[src/rtl/serdes_pkg.sv]
// Shared definitions for the secure SERDES link (encryptor and decryptor).
//   state_t      : receive FSM states
//   SERDES_WIDTH : default word width used by both ends of the link
package serdes_pkg;

    typedef enum logic {
        IDLE  = 1'b0,
        SHIFT = 1'b1
    } state_t;

    localparam int SERDES_WIDTH = 8;

endpackage

[src/rtl/serdes_shift_in.sv]
// Dual MSB-first deserializer for the cipher and key streams, plus the
// frame bit counter.
// Ports:
//   clk, rst       : clock, async active-high reset
//   load           : frame start accepted; counter loads WIDTH-1
//   en             : a data bit is sampled this cycle
//   c_bit, k_bit   : serial cipher / key bits
//   c_next, k_next : shift register contents including this cycle's bit
//   last           : this cycle samples the final (LSB) bit of the frame
module serdes_shift_in
    import serdes_pkg::*;
#(
    parameter int WIDTH = SERDES_WIDTH
) (
    input  logic             clk,
    input  logic             rst,
    input  logic             load,
    input  logic             en,
    input  logic             c_bit,
    input  logic             k_bit,
    output logic [WIDTH-1:0] c_next,
    output logic [WIDTH-1:0] k_next,
    output logic             last
);

    localparam int CW = $clog2(WIDTH);

    logic [WIDTH-1:0] cshift;
    logic [WIDTH-1:0] kshift;
    logic [CW-1:0]    cnt;

    // The completing word is taken from the next-state value so the final
    // bit is included without waiting an extra cycle.
    assign c_next = {cshift[WIDTH-2:0], c_bit};
    assign k_next = {kshift[WIDTH-2:0], k_bit};
    assign last   = en && (cnt == '0);

    always_ff @(posedge clk or posedge rst) begin
        if (rst) begin
            cshift <= '0;
            kshift <= '0;
            cnt    <= '0;
        end else begin
            if (load)
                cnt <= CW'(WIDTH - 1);
            else if (en && !last)
                cnt <= cnt - 1'b1;
            if (en) begin
                cshift <= c_next;
                kshift <= k_next;
            end
        end
    end

endmodule

[src/rtl/serdes_decryptor_rx.sv]
// Receive side of the secure SERDES link: deserializes cipher and key
// streams after a start strobe, recovers plain = cipher ^ key and holds it
// in a valid/ready output register.
// Ports:
//   clk, rst     : clock, async active-high reset
//   start        : frame start strobe (honoured only when idle)
//   c_bit, k_bit : serial cipher / key bits, MSB first, aligned
//   plain        : recovered word, stable while plain_valid=1
//   plain_valid  : plain holds an unconsumed word
//   plain_ready  : consumer accepts when valid & ready
//   busy         : frame being shifted in
//   overrun      : sticky, a completed word was dropped (cleared by rst)
module serdes_decryptor_rx
    import serdes_pkg::*;
#(
    parameter int WIDTH = SERDES_WIDTH
) (
    input  logic             clk,
    input  logic             rst,
    input  logic             start,
    input  logic             c_bit,
    input  logic             k_bit,
    output logic [WIDTH-1:0] plain,
    output logic             plain_valid,
    input  logic             plain_ready,
    output logic             busy,
    output logic             overrun
);

    state_t           state_q;
    state_t           state_d;
    logic             load;
    logic             en;
    logic             last;
    logic [WIDTH-1:0] c_next;
    logic [WIDTH-1:0] k_next;

    assign en   = (state_q == SHIFT);
    assign busy = en;

    serdes_shift_in #(.WIDTH(WIDTH)) u_shift_in (
        .clk    (clk),
        .rst    (rst),
        .load   (load),
        .en     (en),
        .c_bit  (c_bit),
        .k_bit  (k_bit),
        .c_next (c_next),
        .k_next (k_next),
        .last   (last)
    );

    always_ff @(posedge clk or posedge rst) begin
        if (rst)
            state_q <= IDLE;
        else
            state_q <= state_d;
    end

    // start is only looked at in IDLE, so a strobe during the frame
    // (including its final bit) is dropped.
    always_comb begin
        state_d = state_q;
        load    = 1'b0;
        case (state_q)
            IDLE: begin
                if (start) begin
                    state_d = SHIFT;
                    load    = 1'b1;
                end
            end
            SHIFT: begin
                if (last)
                    state_d = IDLE;
            end
            default: state_d = IDLE;
        endcase
    end

    // A completing word may replace the held one only when that one is
    // being consumed on the same edge; otherwise it is lost and flagged.
    always_ff @(posedge clk or posedge rst) begin
        if (rst) begin
            plain       <= '0;
            plain_valid <= 1'b0;
            overrun     <= 1'b0;
        end else if (last) begin
            if (!plain_valid || plain_ready) begin
                plain       <= c_next ^ k_next;
                plain_valid <= 1'b1;
            end else begin
                overrun <= 1'b1;
            end
        end else if (plain_valid && plain_ready) begin
            plain_valid <= 1'b0;
        end
    end

endmodule

[config.mk]
export PLATFORM = sky130hd
export DESIGN_NAME = serdes_decryptor_rx
export DESIGN_NICKNAME = d
export VERILOG_FILES = /design/src/rtl/serdes_pkg.sv /design/src/rtl/serdes_shift_in.sv /design/src/rtl/serdes_decryptor_rx.sv
export SDC_FILE = /design/constraint.sdc
export NUM_CORES = 1
export LEC_CHECK = 0
export CORE_MARGIN = 1.5
export CORE_UTILIZATION = 57
export DETAILED_ROUTE_END_ITERATION = 8
export PLACE_DENSITY = 0.82
export SLEW_MARGIN = 30
export SYNTH_ARGS = -nofsm -noshare
export SYNTH_HDL_FRONTEND = slang
export SYNTH_HIERARCHICAL = 1
export SYNTH_SLANG_ARGS = --single-unit
[constraint.sdc]
create_clock -name clk -period 3.8 [get_ports clk]
set_input_delay 0.38 -clock clk [delete_from_list [all_inputs] [get_ports clk]]
set_output_delay 0.38 -clock clk [all_outputs]
set_load 0.02 [all_outputs]
# After elaboration in Yosys (flattened, before gate mapping)
# Cells that the tools add are included.
[op_classes]
bitwise_logic = 3
div_mod_pow = 0
n_lt_le_gt_ge = 0
muxes = 9
n_reduce_logical = 12
mul = 0
addsub = 1
eq_ne = 1
shift = 0
[ops]
columns = ["cell", "n"]
rows = [
  ["$xor A8 B8 Y8", 1],
  ["$mux W1", 6],
  ["$mux W3", 2],
  ["$reduce_and A2 Y1", 3],
  ["$reduce_bool A2 Y1", 2],
  ["$logic_and A1 B1 Y1", 3],
  ["$logic_not A3 Y1", 1],
  ["$sub A3 B1 Y3 const B", 1],
  ["$logic_not A1 Y1", 2],
  ["$ne A2 B2 Y1 const B", 1],
  ["$not A1 Y1", 2],
  ["$pmux W1 S2", 1],
  ["$logic_or A1 B1 Y1", 1],
]
[totals]
latchBits = 0
memories = 0
output_inout_bits = 11
word_cells = 33
mem_bits_ro = 0
mem_bits_rw = 0
ff_bits = 28
inputBits = 6

# Logic depth before layout (Yosys ltp)
[depth]
ltp_word = 6
ltp_mapped = 6
mapped_depth_nobuf = 6

# Modules after synthesis
# Netlist, hierarchy kept.
[modules_own_cells]
columns = ["mod", "area_each_um2", "seq_area_each_um2", "cells_each", "n_inst"]
rows = [
  ["serdes_shift_in", 732.0, 425.4, 52, 1],
  ["serdes_decryptor_rx", 523.0, 275.3, 35, 1],
]

# Least setup slack after synthesis
# Ideal clock, no wire load.
[synth_timing]
path_kind = "register to register"
start = "register state_q, in the netlist busy"
end = "register plain[0]"
synth_period_minus_slack_ns = 1.511
arrival_ns = 1.386
n_path_buf = 1
stages_incl_launch_ff = 6
setup_time_ns = 0.125
path_slack_ns = 2.289
required_ns = 3.675
path_cell_list = "dfrtp_1 > buf_4 > inv_1 > nor2_1 > nand2_4 > mux2_4"
[synth_via]
elab_chain_len = 2
[synth_lines]
columns = ["element", "line", "text"]
rows = [
  ["from (decl)", "serdes_decryptor_rx.sv:30", "state_t state_q;"],
  ["from (signal assigned)", "serdes_decryptor_rx.sv:57", "state_q <= state_d;"],
  ["$logic_and A1 B1 Y1", "serdes_shift_in.sv:36", "assign last = en && (cnt == '0);"],
  ["net last", "serdes_decryptor_rx.sv:34", "logic last;"],
  ["$reduce_and A2 Y1 (no source line)", "--", ""],
  ["to (signal assigned)", "serdes_decryptor_rx.sv:89", "plain <= c_next ^ k_next;"],
  ["to (decl)", "serdes_decryptor_rx.sv:23", "output logic [WIDTH-1:0] plain,"],
]
# The timed path passes the listed nets, and every way through them passes these cells.
# A chain may end at the register's enable or synchronous reset.

# Worst setup path in the final report
[layout_timing]
start = "register state_q, in the netlist busy"
end = "output busy"
[layout_lines]
columns = ["element", "line", "text"]
rows = [
  ["to (decl)", "serdes_decryptor_rx.sv:26", "output logic busy,"],
]
# No word-level cell between the ends.

==> flow_summary_export.csv <==
group,metric,value,unit
setup_path,reg2reg_to,"plain[0]",
setup_path,worstPathArrival,1940,ps
power_and_ir_drop,vdd_drop_max,0.5046,mV
final_layout,diodes,0,
final_layout,most-common-layout-cells,"dfrtp_1, clkdlybuf4s50_1, mux2_2, xor2_1, mux2_4",
placement,gp_congestion,0.7256,
synth,synth_top_area_share,55.83,%
setup_path,cp_slowest_cell,"dfrtp_1",
timing,tns,0,ps
status,outcome,"completed",
routing,dr.pass1.iters,3,
routing,detail_route.wl_per_cell,13.70,um
floorplanning,io_pins,17,
floorplanning,fp.dieArea,2492,sq um
timing,min_period,2324,ps
routing,via_per_inst,5.147,
clock_tree,cts_setup_buffers,0,
synth,syn-instance-count,87,
routing,wl,1767,um
clock_tree,htree_levels,1,
setup_path,path_buf_inv,1,
clock_tree,path_clk_slew,130,ps
synth,yosys.area.top_type,"dfrtp_1",
final_layout,drive_gt1_share,28.43,%
floorplanning,fp-row-count,16,
timing,hold_viol_final,0,
clock_tree,cts_tree,"built",
setup_path,end_kind,"output pin",
synth,ys_ff_latch,28,
setup_path,start_kind,"register",
synth,yosys_warnings,6,
placement,hpwl,1350,um
setup_path,critPathKind,"reg2out",
synth,yosysSeqAreaShare,55.83,%
timing,hold_slack,365.9,ps
clock_tree,cts_resized,0,
synth,synth_area_per_cell,14.42,sq um
routing,drc,0,
setup_path,crit_fanout,23,
grt,overflow,0,
grt,grt_pass1_wl,3153,um
job,drv_cap,0,
final_layout,multi_input_area,498.0,sq um
setup_path,cp.depth,1,
floorplanning,initial_core_util,62.07,%
final_layout,nets,112,
clock_tree,cts.path.max_buffers,2,
final_layout,fillers,143,
clock_tree,cts_sinks,28,
grt,grt_pass1_vias,686,
setup_path,reg2reg_slack,1970,ps
synth,synth_top_cells_by_area,"dfrtp_1, mux2_2, mux2_4",
timing,fmax,430.2,MHz
setup_path,path_cells,"clkdlybuf4s50_1",
clock_tree,numCtsBuffers,3,
setup_path,regToRegStartpoint,"busy",
setup_path,cp_top_family,"flip-flops",
timing,clock_skew,4.247,ps
grt,track_usage,16.80,%
final_layout,final_common_cell,"dfrtp_1",
timing,rsz0062_at_grt,"false",
placement,io_buffer_count,16,
final_layout,ff_latch_area,700.7,sq um
timing,period_share,61.17,%
setup_path,crit_path_end,"busy",
setup_path,cp-startpoint,"busy",
final_layout,final_util,71.10,%
clock_tree,clk-insertion-delay-late,320,ps
clock_tree,cts-root-buf,"clkbuf_4",
synth,synth_cell_types,20,
grt,grt_antenna_before_repair,0,
synth,synthesis.area,1255,sq um
grt,grt_max_degree,24,
min_path,hold_path.class,"in2async",
timing,setup_viol_count_final,0,
final_layout,synthToLayoutAreaGrowth,14.56,%
setup_path,slowest_delay,890,ps
setup_path,r2r_cells,4,
setup_path,crit_required,3420,ps
floorplanning,dieHeight,49.92,um
power_and_ir_drop,p_leak,0.0006848,uW
routing,via_count,664,
floorplanning,placeableCoreArea,2022,sq um
floorplanning,die_w,49.92,um
routing,drtIter0Drc,1,
synth,syn_nets,95,
clock_tree,holdBufCountCts,0,
timing,tightest_slew,795.5,ps
routing,ant_nets,0,
timing,slew_viol_final,0,
power_and_ir_drop,power.density,846.1,nW/um^2
timing,max_slew_margin,46.97,%
==> area by class of cell <==
type / count / area share (%)
clock buffer: 3 / 1.567
multi-input combinational: 49 / 34.64
inverter: 6 / 1.567
tap: 27 / 2.350
sequential: 28 / 48.74
timing repair buffer: 16 / 11.14
==> logic make-up after synthesis <==
group	share of synthesized area (%)
adders and majority gates	1.994
muxes	22.13
xor gates and xnor gates	5.583
DFF	55.83
buffers and inverters	4.486
AOI/OAI and AO/OA	3.889
and+or+nand+nor	6.081
==> routing by layer <==
| metal | GRT usage [%] | routed length, um |
|---|---|---|
| met2 | 27.33 | 861 |
| met4 | 5.556 | 13 |
| met5 | 0 | 0 |
| met1 | 22.29 | 842 |
| met3 | 3.636 | 49 |
==> registers in the layout, summed over array words and instances (netlist names) <==
register / flops
busy: 1
overrun: 1
plain: 8
plain_valid: 1
u_shift_in/kshift: 7
u_shift_in/cshift: 7
u_shift_in/cnt: 3
==> where the power goes <==
part | internal (uW) | leakage (uW) | switching (uW)
sequential | 442 | 0.000331 | 128
combinational | 326 | 0.000340 | 205
clock | 37.1 | 0.0000138 | 78.0
total | 806 | 0.000685 | 411
==> worst min path at each step <==
stage	to	cells after the start	startpoint
2_1_floorplan	busy	1	rst
3_3_place_gp	overrun	1	overrun
5_1_grt	plain[6]	2	rst
3_5_place_dp	overrun	1	overrun
6_report	plain[6]	2	rst
4_1_cts	plain[1]	2	rst
==> cells in the mapped netlist <==
| master | instances |
|---|---|
| nand2_2 | 1 |
| inv_1 | 6 |
| mux2_4 | 8 |
| dfrtp_1 | 28 |
| buf_6 | 1 |
| buf_4 | 3 |
| o21bai_1 | 3 |
| a21o_1 | 1 |
| ha_1 | 2 |
| nand2_1 | 1 |
| nand2_4 | 1 |
| a21oi_1 | 2 |
| nor2b_1 | 1 |
| and3_1 | 2 |
| nor3_1 | 1 |
| xor2_1 | 8 |
| nor2_1 | 1 |
| a211o_1 | 1 |
| mux2_2 | 14 |
| nand2b_4 | 2 |
==> per-stage QoR <==
| step | power [uW] | cell area (sq um) | instances | setup WS [ps] |
|---|---|---|---|---|
| after floorplan | 946.6 | 1255 | 87 | 2289 |
| after global placement | 1088 | 1415 | 126 | 1874 |
| after detailed placement | 1117 | 1415 | 126 | 1858 |
| after CTS | 1231 | 1438 | 129 | 1484 |
| after global routing | 1299 | 1438 | 129 | 1372 |
| final | 1216 | 1438 | 129 | 1476 |
Power figures use the tool's default switching activity.
